$ cat src/rtl/demux_router.sv
// Registered, handshaked 1-to-N demultiplexer with broadcast mode.
// Each channel has a one-entry holding register; illegal selects are dropped.
module demux_router #(
    parameter int DATA_W = 8,
    parameter int N_CH   = 6,
    parameter int SEL_W  = 3,
    parameter int CNT_W  = 8
) (
    input  logic                     clk,
    input  logic                     rst_n,
    input  logic                     in_valid,
    output logic                     in_ready,
    input  logic [SEL_W-1:0]         in_sel,
    input  logic                     in_bcast,
    input  logic [DATA_W-1:0]        in_data,
    output logic [N_CH-1:0]          out_valid,
    input  logic [N_CH-1:0]          out_ready,
    output logic [N_CH*DATA_W-1:0]   out_data,
    output logic                     drop_pulse,
    output logic [CNT_W-1:0]         drop_cnt
);

    localparam logic [SEL_W:0] LP_NCH = (SEL_W + 1)'(N_CH);

    logic [N_CH-1:0]   r_full;
    logic [DATA_W-1:0] r_data [N_CH];
    logic              r_drop_pulse;
    logic [CNT_W-1:0]  r_drop_cnt;

    logic [N_CH-1:0]   w_free;
    logic [N_CH-1:0]   w_push;
    logic [N_CH-1:0]   w_pop;
    logic              w_legal;
    logic              w_in_ready;
    logic              w_drop;

    assign w_free  = ~r_full | out_ready;
    assign w_pop   = r_full & out_ready;
    assign w_legal = ({1'b0, in_sel} < LP_NCH);

    // in_ready must never depend on in_valid
    always_comb begin
        w_in_ready = 1'b1;
        w_push     = '0;
        w_drop     = 1'b0;
        if (in_bcast) begin
            w_in_ready = &w_free;
            if (in_valid && w_in_ready) begin
                w_push = '1;
            end
        end else if (w_legal) begin
            for (int k = 0; k < N_CH; k++) begin
                if (in_sel == SEL_W'(k)) begin
                    w_in_ready = w_free[k];
                    w_push[k]  = in_valid && w_free[k];
                end
            end
        end else begin
            w_drop = in_valid;
        end
    end

    always_ff @(posedge clk) begin
        if (!rst_n) begin
            r_full       <= '0;
            r_drop_pulse <= 1'b0;
            r_drop_cnt   <= '0;
            for (int k = 0; k < N_CH; k++) begin
                r_data[k] <= '0;
            end
        end else begin
            // a push in the same cycle as a pop keeps the channel full
            for (int k = 0; k < N_CH; k++) begin
                if (w_push[k]) begin
                    r_data[k] <= in_data;
                    r_full[k] <= 1'b1;
                end else if (w_pop[k]) begin
                    r_full[k] <= 1'b0;
                end
            end
            r_drop_pulse <= w_drop;
            if (w_drop && (r_drop_cnt != '1)) begin
                r_drop_cnt <= r_drop_cnt + 1'b1;
            end
        end
    end

    for (genvar g = 0; g < N_CH; g++) begin : g_out
        assign out_data[g*DATA_W +: DATA_W] = r_data[g];
    end

    assign in_ready   = w_in_ready;
    assign out_valid  = r_full;
    assign drop_pulse = r_drop_pulse;
    assign drop_cnt   = r_drop_cnt;

endmodule
$ cat config.mk
export PLATFORM = sky130hd
export DESIGN_NAME = demux_router
export DESIGN_NICKNAME = d
export VERILOG_FILES = /design/src/rtl/demux_router.sv
export SDC_FILE = /design/constraint.sdc
export NUM_CORES = 1
export LEC_CHECK = 0
export ABC_AREA = 1
export BUFFER_PORTS_ARGS = -buffer_cell sky130_fd_sc_hd__buf_2
export CAP_MARGIN = 20
export CORE_ASPECT_RATIO = 1.4
export CORE_MARGIN = 10
export CORE_UTILIZATION = 35
export CTS_CLUSTER_DIAMETER = 200
export DETAILED_ROUTE_END_ITERATION = 6
export PLACE_DENSITY = 0.69
export REMOVE_ABC_BUFFERS = 1
export SLEW_MARGIN = 20
export SYNTH_ARGS = -nofsm -noshare
export SYNTH_HDL_FRONTEND = slang
export SYNTH_SLANG_ARGS = --single-unit
$ cat constraint.sdc
create_clock -name clk -period 1.9 [get_ports clk]
set_input_delay 0.285 -clock clk [delete_from_list [all_inputs] [get_ports clk]]
set_output_delay 0.285 -clock clk [all_outputs]
set_load 0.03 [all_outputs]
==> results.md, run 1 <==
* Antenna violations before repair at 0
* Vias per cell at 4.60
* Number of diodes at 0
* Yosys warns at 0
* Worst-Margin Slew at 389 ps
* Kind of critical path: reg -> out
* Post-DP HPWL at 5350 microns
* Hold WC Path Type: in -> reg
* Cell count after synthesis at 253
* Vias in the first global route at 2120
* Sequential area share after synthesis at 65.4%
* Reg2Reg Depth at 7
* Largest net degree at the start of global routing at 15
* Chip height at 123 microns
* Layout Skew at 7.89 ps
* Row count at 37
* Placer Congestion at 0.840
* Die width at 93.7 microns
* Wire length per cell at 14.8 microns
* Worst Hold Launch: out_ready[4]
* CTS clk-pin slew, worst paths at 60 ps
* Core area at 0.00741 sq mm
* H-tree level count at 3
* Port buffer count at 84
* Endpoints failing hold at 0
* Most used cell along the critical path: nand2_1
* Syn avg cell area at 10.5 sq um
* First-pass GRT wire length at 10700 microns
* Final Max Tran Viols at 0
* Netlist Area Pre-Place at 0.00266 sq mm
* Via count at 2099
* XOR/XNOR share of the synthesized area at 0.329%
* Clk sink count at 63
* WP data arrival at 1530 ps
* Layout net count at 377
* Leak at 1.65 nW
* Die area at 0.0115 sq mm
* CP Max Fanout at 3
* Final setup vio count at 0
* Most frequent cells in the layout: 83 x buf_2, 60 x nor2_1, 48 x edfxtp_1
* RSZ-0062 raised after global routing: yes
* Clock buffer count from CTS at 9
* Post-synthesis compound-gate area fraction at 3.48%
* Share of cells above drive strength 1 at 37.3%
* Hold-critical path endpoint: out_valid[4]$_SDFFE_PN0P_
* Worst IR Drop VDD at 0.437 mV
* Clock Latency Late Sink at 340 ps
* DRT iter0 DRCs at 88
* Pre-CTS WS at 108 ps
* Setup total negative slack at 0 ps
* FF+latch count, synth at 63
* Most common cell after layout, fill and taps aside: buf_2
* GR Util All Layers at 12.1%
* Max clock buf depth at 2
* CTS tree: done
* Status: finished, final reports clean
* Mux cell area share after synthesis at 0%
* Worst relative slew slack at 74.1%
* Drt drc at 0
* Post-Route Utilization at 46.9%
* Post-DRT Antenna Nets at 0
* Crit path largest cell delay at 350 ps
* Post-layout worst setup margin at 81.3 ps
* Post-Synth Simple-Gate Area at 25.3%
* Root Buffer: clkbuf_8
* Crit-path cells: inv_2 -> nor2_2 -> nand3_1 -> nand2_1 -> nand2_1 -> nand2_1 -> nand2_1 -> nand2_1 -> nand2_1 -> nand2_1 -> nand2_1 -> nand2_1 -> nand2_1 -> buf_6
* Max Clock Freq at 550 MHz
* Power Total at 3.40 mW
* Critical Path Start: out_valid[0]$_SDFFE_PN0P_
* Reg2reg end: r_data[0][0]$_SDFFCE_PN0P_
* FF-to-FF setup slack at 190 ps
* Drt first pass iters at 4
* Period Utilization, post-route at 95.7%
* Power Density at 977 mW/mm^2
* GRT overflow at 0
* Endpoint type of the worst setup path: primary output
* IO Pins at 85
* Reg-to-Reg Start: out_valid[0]$_SDFFE_PN0P_
* Hold bufs inserted after CTS at 0
* Post-route minimum period at 1820 ps
* Req. time, crit path at 1620 ps
* Worst hold path depth at 4
* Routed WL at 6760 microns
* Netlist cell types at 24
* CP max-delay cell: dfxtp_2
* CP Launch Type: flop
* Max_cap viols at 0
* Area grow syn2layout at 30.5%
* Initial Util at 36.0%
* Adder-Cell Fraction of Synth Area at 0.470%
* Largest family of logic cells by synthesized area: simple AND/OR/NAND/NOR gates
## timing repair
item,in CTS,in global routing
setup endpoints to repair,0,9
buffers inserted,0,2
resized for setup,0,8
## final cells by class
type                       instances  area [sq um]
clock buffer                      10           128
clock inverter                     5          73.8
fill                             722          3930
inverter                          29           109
multi-input combinational        158           800
sequential                        63          1740
tap                               97           121
timing repair buffer              94           502
## cell families after synthesis
group / Yosys count
buffers and inverters: 32
adder cells (fa/ha/maj): 1
flip-flops: 63
AO/OA/AOI/OAI: 18
AND/OR/NAND/NOR: 138
XOR/XNOR: 1
## worst max-delay path by stage
stage	to	slack (ps)	depth (start not counted)
after floorplan	r_data[0][0]$_SDFFCE_PN0P_	150	5
final	in_ready	80	14
after CTS	in_ready	30	14
after global placement	r_data[3][6]$_SDFFCE_PN0P_	190	8
after global routing	in_ready	-100	14
after detailed placement	r_data[3][2]$_SDFFCE_PN0P_	110	9
## metrics by stage
| step | hold slack, ps | instance area, sq um | instances |
|---|---|---|---|
| 3_3_place_gp | 483 | 3240 | 439 |
| 5_1_grt | 267 | 3480 | 456 |
| 4_1_cts | 237 | 3440 | 454 |
| 3_5_place_dp | 499 | 3240 | 439 |
| 6_report | 256 | 3480 | 456 |
| 2_1_floorplan | 396 | 2640 | 250 |
## Yosys cell counts
master / count / area share (%)
nor2_1: 61 / 8.6
edfxtp_1: 48 / 54
nand2_1: 36 / 5.1
inv_1: 27 / 3.8
dfxtp_1: 15 / 11
nand3_1: 15 / 2.8
nand2_4: 9 / 3.8
a21oi_1: 8 / 1.5
o21ai_0: 8 / 1.5
nand2_2: 4 / 0.94
nor3_1: 3 / 0.56
buf_6: 2 / 0.85
inv_2: 2 / 0.28
nand4_1: 2 / 0.47
nand4_2: 2 / 0.94
nor2_2: 2 / 0.47
nor3_2: 2 / 0.75
clkbuf_1: 1 / 0.14
ha_1: 1 / 0.47
nand3_2: 1 / 0.38
nor4_2: 1 / 0.47
o21a_1: 1 / 0.28
o21ai_1: 1 / 0.19
xor2_1: 1 / 0.33
## report_power, final
| group | switching (mW) | internal, mW | total [mW] | leakage, nW |
|---|---|---|---|---|
| clock | 0.480 | 0.722 | 1.20 | 0.104 |
| sequential | 0.0323 | 1.59 | 1.63 | 0.630 |
| combinational | 0.417 | 0.152 | 0.570 | 0.920 |
| total | 0.929 | 2.47 | 3.40 | 1.65 |
## worst max-delay path: cells and delay by family, from the launching register on
kind | cells | cell delay [ps]
buf+inv | 2 | 180
simple gates | 12 | 680
flops | 1 | 350
## sequential cells by signal, summed over array words and instances, names as in the netlist
| name | cells |
|---|---|
| drop_pulse | 1 |
| out_valid | 6 |
| drop_cnt | 8 |
| r_data | 48 |
## routing by layer
layer / share of wire (%) / wire [microns] / global-route usage, %
met5: 0 / 0 / 0
met4: 0.81 / 55 / 6.29
met3: 7.9 / 532 / 3.70
met2: 52 / 3510 / 21.2
met1: 39 / 2650 / 12.7
No activity file was read; power rests on OpenSTA's default activity.
==> run 2, diff against run 1 <==
- ABC_AREA: 1 -> not set
==> run 2 against run 1 <==
  * Sequential power about the same
  * Power fell by 1.9%
  * Combinational power grew 7.5%
  * Non-clock buffer count grew 13
  * Die area fell by 0.81%
  * Clock power fell by 8%
  * Worst setup slack lost 53 ps
  * Flip-flop and latch count stayed put
  * Critical path type unchanged
  * Critical endpoint unchanged
  * Highest routed layer is now met5
==> results.md, run 2 <==
* Core area at 0.00736 sq mm (-0.62%)
* Max clock buf depth at 2 (unchanged)
* Worst hold slack at 246 ps (-10.5 ps)
* CTS tree: done
* Reg2Reg Depth at 8 (+1)
* Clock Latency Late Sink at 340 ps (about the same)
* Worst relative slew slack at 67.3% (-6.7 points)
* Wire length per cell at 16.2 microns (+9.1%)
* Hold WC Path Type: in -> reg
* Drt drc at 0 (unchanged)
* Placer Congestion at 0.804 (-4.3%)
* Layout Skew at 5.70 ps (-2.20 ps)
* Layout net count at 350 (-7.2%)
* Via count at 2034 (-3.1%)
* Die area at 0.0115 sq mm (-0.81%)
* Area grow syn2layout at 35.9%
* Cell with the most instances after synthesis: nor2_1
* Asr flop ratio synth at 0% (unchanged)
* Endpoints failing hold at 0 (unchanged)
* Biggest area consumer among synthesized cells: edfxtp_1
* CTS clk-pin slew, worst paths at 70 ps (about the same)
* Status: finished, final reports clean
* IO Pins at 85 (unchanged)
* Root Buffer: clkbuf_8
* FF+latch count, synth at 63 (unchanged)
* Endpoint type of the worst setup path: primary output
* Vias per cell at 4.73 (+2.8%)
* Drt first pass iters at 4 (unchanged)
* Row count at 37 (unchanged)
* Kind of critical path: reg -> out
* Antenna violations before repair at 1 (+1)
* H-tree level count at 3 (unchanged)
* Worst IR Drop VDD at 0.485 mV (+11%)
* GRT overflow at 0 (unchanged)
* WP data arrival at 1590 ps (+60 ps)
* Leak at 1.53 nW (-7.4%)
* Clock buffer count from CTS at 9 (unchanged)
* Req. time, crit path at 1620 ps (about the same)
* Routed WL at 6950 microns (+2.9%)
* RSZ-0062 raised after global routing: yes
* Post-Route Utilization at 48.7% (+1.8 points)
* Power Density at 930 mW/mm^2 (-4.9%)
* Post-DP HPWL at 5320 microns (-0.59%)
* Post-route minimum period at 1870 ps (+52.8 ps)
* Netlist cell types at 39 (+63%)
* Largest net degree at the start of global routing at 21 (+6)
* Share of cells above drive strength 1 at 42.3% (+5.0 points)
* Chip height at 123 microns (-0.42%)
* Dpl cell area at 0.00331 sq mm (+2.2%)
* Cell count after synthesis at 217 (-14%)
* CP Max Fanout at 2 (-1)
* Number of diodes at 0 (unchanged)
* Most frequent cells after synthesis: 50 x nor2_1, 48 x edfxtp_1, 15 x dfxtp_1, 14 x nand2_1
* Most common cell after layout, fill and taps aside: buf_2
* Vias in the first global route at 2112 (-0.38%)
* First-pass GRT wire length at 10800 microns (+0.52%)
* Die width at 93.4 microns (-0.39%)
* GR Layer Usage met3 at 6.11% (+2.4 points)
* Register bank with the most flops: r_data
* Met2 GRT Util at 20.8% (-0.42 points)
* GR Util All Layers at 12.2% (+0.11 points)
* Syn avg cell area at 12.2 sq um (+15%)
* Port buffer count at 84 (unchanged)
* Setup total negative slack at 0 ps (unchanged)
* Yosys warns at 0 (unchanged)
* Most frequent cells in the layout: 83 x buf_2, 49 x nor2_1, 48 x edfxtp_1
* Grt peak-use layer: met2
* Post-DRT Antenna Nets at 0 (unchanged)
* Worst-Margin Slew at 485 ps (+96.4 ps)
* Netlist Area Pre-Place at 0.00264 sq mm (-0.99%)
* EDFF count, synth at 48 (unchanged)
* Ys flop type: edfxtp_1
* Met1 Usage GRT at 12.4% (-0.33 points)
* Max Clock Freq at 534 MHz (-2.8%)
* Post-route insts no fill at 430 (-5.7%)
* Final setup vio count at 0 (unchanged)
* Initial Util at 35.8% (-0.13 points)
* DP Cell Count at 413 (-5.9%)
* Max FFs per register at 48 (unchanged)
* CP Launch Type: flop
* Final instance area at 0.00358 sq mm (+3.1%)
* DRT iter0 DRCs at 74 (-16%)
* Clk sink count at 63 (unchanged)
* Largest cells by area after synthesis: edfxtp_1 55%, dfxtp_1 11%, nor2_1 7.1%, nor3b_1 2.6%, a31oi_2 2.4%
* Worst hold path depth at 4 (unchanged)
* Max_cap viols at 0 (unchanged)
* Sequential area share after synthesis at 66.0% (+0.65 points)
* Period Utilization, post-route at 98.5% (+2.8 points)
* Layout filler cell count at 688 (-4.7%)
* Final Max Tran Viols at 0 (unchanged)
* Post-synth top area share at 54.6% (+0.54 points)
* FF-to-FF setup slack at 160 ps (-30 ps)
## run 2: cell types whose count changed in the layout (fill, tap and decap cells not counted), sizes merged, moves of 6 or more
| cell | previous run | this run |
|---|---|---|
| nand3 | 16 | 3 |
| inv | 29 | 5 |
| o21ai | 9 | 2 |
| buf | 94 | 107 |
| nand2 | 49 | 14 |
| nand3b | 0 | 6 |
| nor3b | 0 | 9 |
| nand2b | 0 | 9 |
| nor2 | 63 | 50 |
## run 2: per-layer routing
metal / wire (microns) / share of wire (%)
met3: 766 / 11
met5: 7 / 0.10
met2: 3500 / 50
met4: 113 / 1.6
met1: 2560 / 37
## run 2: kinds of logic after synthesis
family / share of synthesized area [%]
buffers and inverters: 1.95
AOI/OAI and AO/OA: 7.07
muxes: 1.52
adders and majority gates: 0.474
xor gates and xnor gates: 0.996
and+or+nand+nor: 22.0
DFF: 66.0
## run 2: final cells by class
cell class,count,area (sq um),share of cell area (%)
Clock inverter,7,63.8,1.78
Clock buffer,9,124,3.46
Multi-Input combinational cell,142,910,25.4
Timing Repair Buffer,107,599,16.7
Tap cell,97,121,3.39
Inverter,5,18.8,0.524
Sequential cell,63,1750,48.7
## run 2: critical path: stages, from the launching register on
cell and delay, ps:
dfxtp_2 320, nor2b_4 130, mux2i_2 190, a2111oi_4 100, o311ai_1 290, buf_4 220
## run 2: final timing paths
check / start / to
setup / recovery: out_valid[0]$_SDFFE_PN0P_ / in_ready
hold / removal: out_ready[2] / out_valid[2]$_SDFFE_PN0P_
setup reg to reg: out_valid[0]$_SDFFE_PN0P_ / r_data[3][3]$_SDFFCE_PN0P_
hold reg to reg: drop_cnt[7]$_SDFFE_PN0P_ / drop_cnt[7]$_SDFFE_PN0P_
## run 2: through the flow
| step | setup WS (ps) | power, mW |
|---|---|---|
| 2_1_floorplan | -409 | 2.00 |
| 3_3_place_gp | 75.3 | 2.24 |
| 3_5_place_dp | 63.8 | 2.24 |
| 4_1_cts | 3.08 | 3.36 |
| 5_1_grt | -39.7 | 3.47 |
| 6_report | 28.5 | 3.33 |
## run 2: power breakdown
group	internal [mW]	switching [mW]	total (mW)	leakage, nW
Combinational	0.191	0.422	0.613	0.806
Clock	0.593	0.505	1.10	0.0941
Sequential	1.59	0.0286	1.62	0.631
## run 2: what timing repair did
action / in CTS / in global routing
endpoints found under the setup margin: 1 / 1
hold buffers: 0 / 0
setup buffers: 2 / 0
pin swaps: 3 / 4
endpoints found under the hold margin: 0 / 0
resized for setup: 15 / 6
==> run 3, diff against run 2 <==
- CTS_CLUSTER_SIZE: not set -> 40
- MAX_ROUTING_LAYER: not set -> met4
- clock period: 1.9 -> 1.95 ns (I/O delays scaled with it)
==> run 3 against run 2 <==
  * Power decreased by 3.9%
  * Sequential share of layout area increased by 0.71 points
  * Final area shrank 1.7%
  * Flip-flop and latch count unchanged
  * First-iteration DRC count increased by 69%
  * Critical path depth up 2
  * Utilization is 0.83 points lower
  * Highest routed layer is now met4
==> results.md, run 3 (synthesis gave the netlist of run 2 again) <==
* Layout Skew at 5.85 ps (+0.156 ps)
* CTS clk-pin slew, worst paths at 60 ps (about the same)
* Max_cap viols at 0 (unchanged)
* Endpoint type of the worst setup path: primary output
* Clock buffer count from CTS at 9 (unchanged)
* Max FFs per register at 48 (unchanged)
* Port buffer count at 84 (unchanged)
* Placer Congestion at 0.807 (+0.42%)
* Max Clock Freq at 524 MHz
* GRT overflow at 0 (unchanged)
* Hold bufs inserted after CTS at 0 (unchanged)
* Largest net degree at the start of global routing at 17 (-19%)
* Drt drc at 0 (unchanged)
* Clk sink count at 63 (unchanged)
* Via count at 2043 (+0.44%)
* Hold WC Path Type: in -> reg
* Die width at 93.4 microns (unchanged)
* Final instance area at 0.00352 sq mm (-1.7%)
* Routed WL at 7140 microns (+2.8%)
* Area grow syn2layout at 33.5%
* Post-route minimum period at 1910 ps
* First-pass GRT wire length at 11300 microns (+4.5%)
* Period Utilization, post-route at 97.8%
* Final Max Tran Viols at 0 (unchanged)
* Wire length per cell at 16.7 microns (+3.3%)
* Root Buffer: clkbuf_8
* Core area at 0.00736 sq mm (unchanged)
* Die area at 0.0115 sq mm (unchanged)
* Post-DRT Antenna Nets at 0 (unchanged)
* Status: finished, final reports clean
* Share of cells above drive strength 1 at 39.4% (-2.9 points)
* Worst-Margin Slew at 505 ps (+19.5 ps)
* Row count at 37 (unchanged)
* Final setup vio count at 0 (unchanged)
* Max clock buf depth at 2 (unchanged)
* WP data arrival at 1610 ps (+20 ps)
* CTS tree: done
* Layout net count at 348 (-0.57%)
* Power Density at 909 mW/mm^2 (-2.3%)
* Initial Util at 35.8% (unchanged)
* Post-DP HPWL at 5450 microns (+2.6%)
* Register bank with the most flops: r_data
* Clock Latency Late Sink at 330 ps (about the same)
* Worst relative slew slack at 66.0% (-1.3 points)
* GR Util All Layers at 13.1% (+0.93 points)
* Post-Route Utilization at 47.8% (-0.83 points)
* H-tree level count at 3 (unchanged)
* Most frequent cells in the layout: 83 x buf_2, 49 x nor2_1, 48 x edfxtp_1
* Drt first pass iters at 5 (+1)
* Layout filler cell count at 701 (+1.9%)
* CP Max Fanout at 4 (+2)
* Endpoints failing hold at 0 (unchanged)
* Vias per cell at 4.77 (+0.91%)
* DRT iter0 DRCs at 125 (+69%)
* Kind of critical path: reg -> out
* Chip height at 123 microns (unchanged)
* RSZ-0062 raised after global routing: yes
* IO Pins at 85 (unchanged)
* Vias in the first global route at 2157 (+2.1%)
* Leak at 1.50 nW (-1.9%)
* Worst IR Drop VDD at 0.497 mV (+2.6%)
* Req. time, crit path at 1660 ps (+40 ps)
* Antenna violations before repair at 1 (unchanged)
* CP Launch Type: flop
* Most common cell after layout, fill and taps aside: buf_2
* Dpl cell area at 0.00327 sq mm (-1.1%)
-- run 3: critical path, stage by stage, from the launching register on --
cell,delay (ps)
dfxtp_1,300
nor2b_1,120
buf_4,150
nor3_4,190
buf_4,170
nand2_1,60
o311ai_1,70
buf_4,220
-- run 3: final cells by class --
class                   count  area [sq um]  share of cell area (%)
flip-flops and latches     63          1740                    49.4
multi-input cells         142           880                    25.0
repair buffers            105           581                    16.5
clock buffers              10           128                    3.62
well taps                  97           121                    3.45
clock inverters             5          50.0                    1.42
inverters                   5          18.8                   0.533
diodes                      1          2.50                  0.0710
-- run 3: timing repair --
| item | 4_1_cts | 5_1_grt |
|---|---|---|
| pin swaps | 3 | 1 |
| gates cloned | 0 | 0 |
| resized for setup | 7 | 3 |
| setup endpoints to repair | 1 | 17 |
| setup buffers | 3 | 2 |
| hold endpoints to repair | 0 | 0 |
-- run 3: final timing paths --
kind	cells after the start	slack, ps	to	start
min reg2reg	2	500	drop_cnt[5]$_SDFFE_PN0P_	drop_cnt[5]$_SDFFE_PN0P_
min	4	260	out_valid[0]$_SDFFE_PN0P_	out_ready[0]
max	7	40	in_ready	out_valid[2]$_SDFFE_PN0P_
max reg2reg	6	140	r_data[5][2]$_SDFFCE_PN0P_	out_valid[2]$_SDFFE_PN0P_
-- run 3: power breakdown --
| group | internal, mW | total (mW) | leakage [nW] | switching (mW) |
|---|---|---|---|---|
| clock network | 0.572 | 1.03 | 0.0872 | 0.459 |
| registers | 1.55 | 1.57 | 0.630 | 0.0248 |
| logic | 0.179 | 0.596 | 0.786 | 0.417 |
-- run 3: per-stage QoR --
step                      setup slack (ps)  TNS [ps]  total power, mW  cells  hold WS [ps]
after global routing                 -70.0     -70.0             3.34    428           256
after floorplan                       -367      -367             1.95    210           410
after CTS                             6.21         0             3.24    425           231
after detailed placement              31.9         0             2.18    408           493
after global placement                99.2         0             2.17    408           492
final                                 43.2         0             3.20    428           264
-- run 3: per-layer routing --
layer,global-route usage [%],share of wire [%],wire length (microns)
met3,5.38,7.9,565
met5,-,0,0
met4,5.42,0.59,42
met1,14.1,41,2900
met2,21.1,51,3630
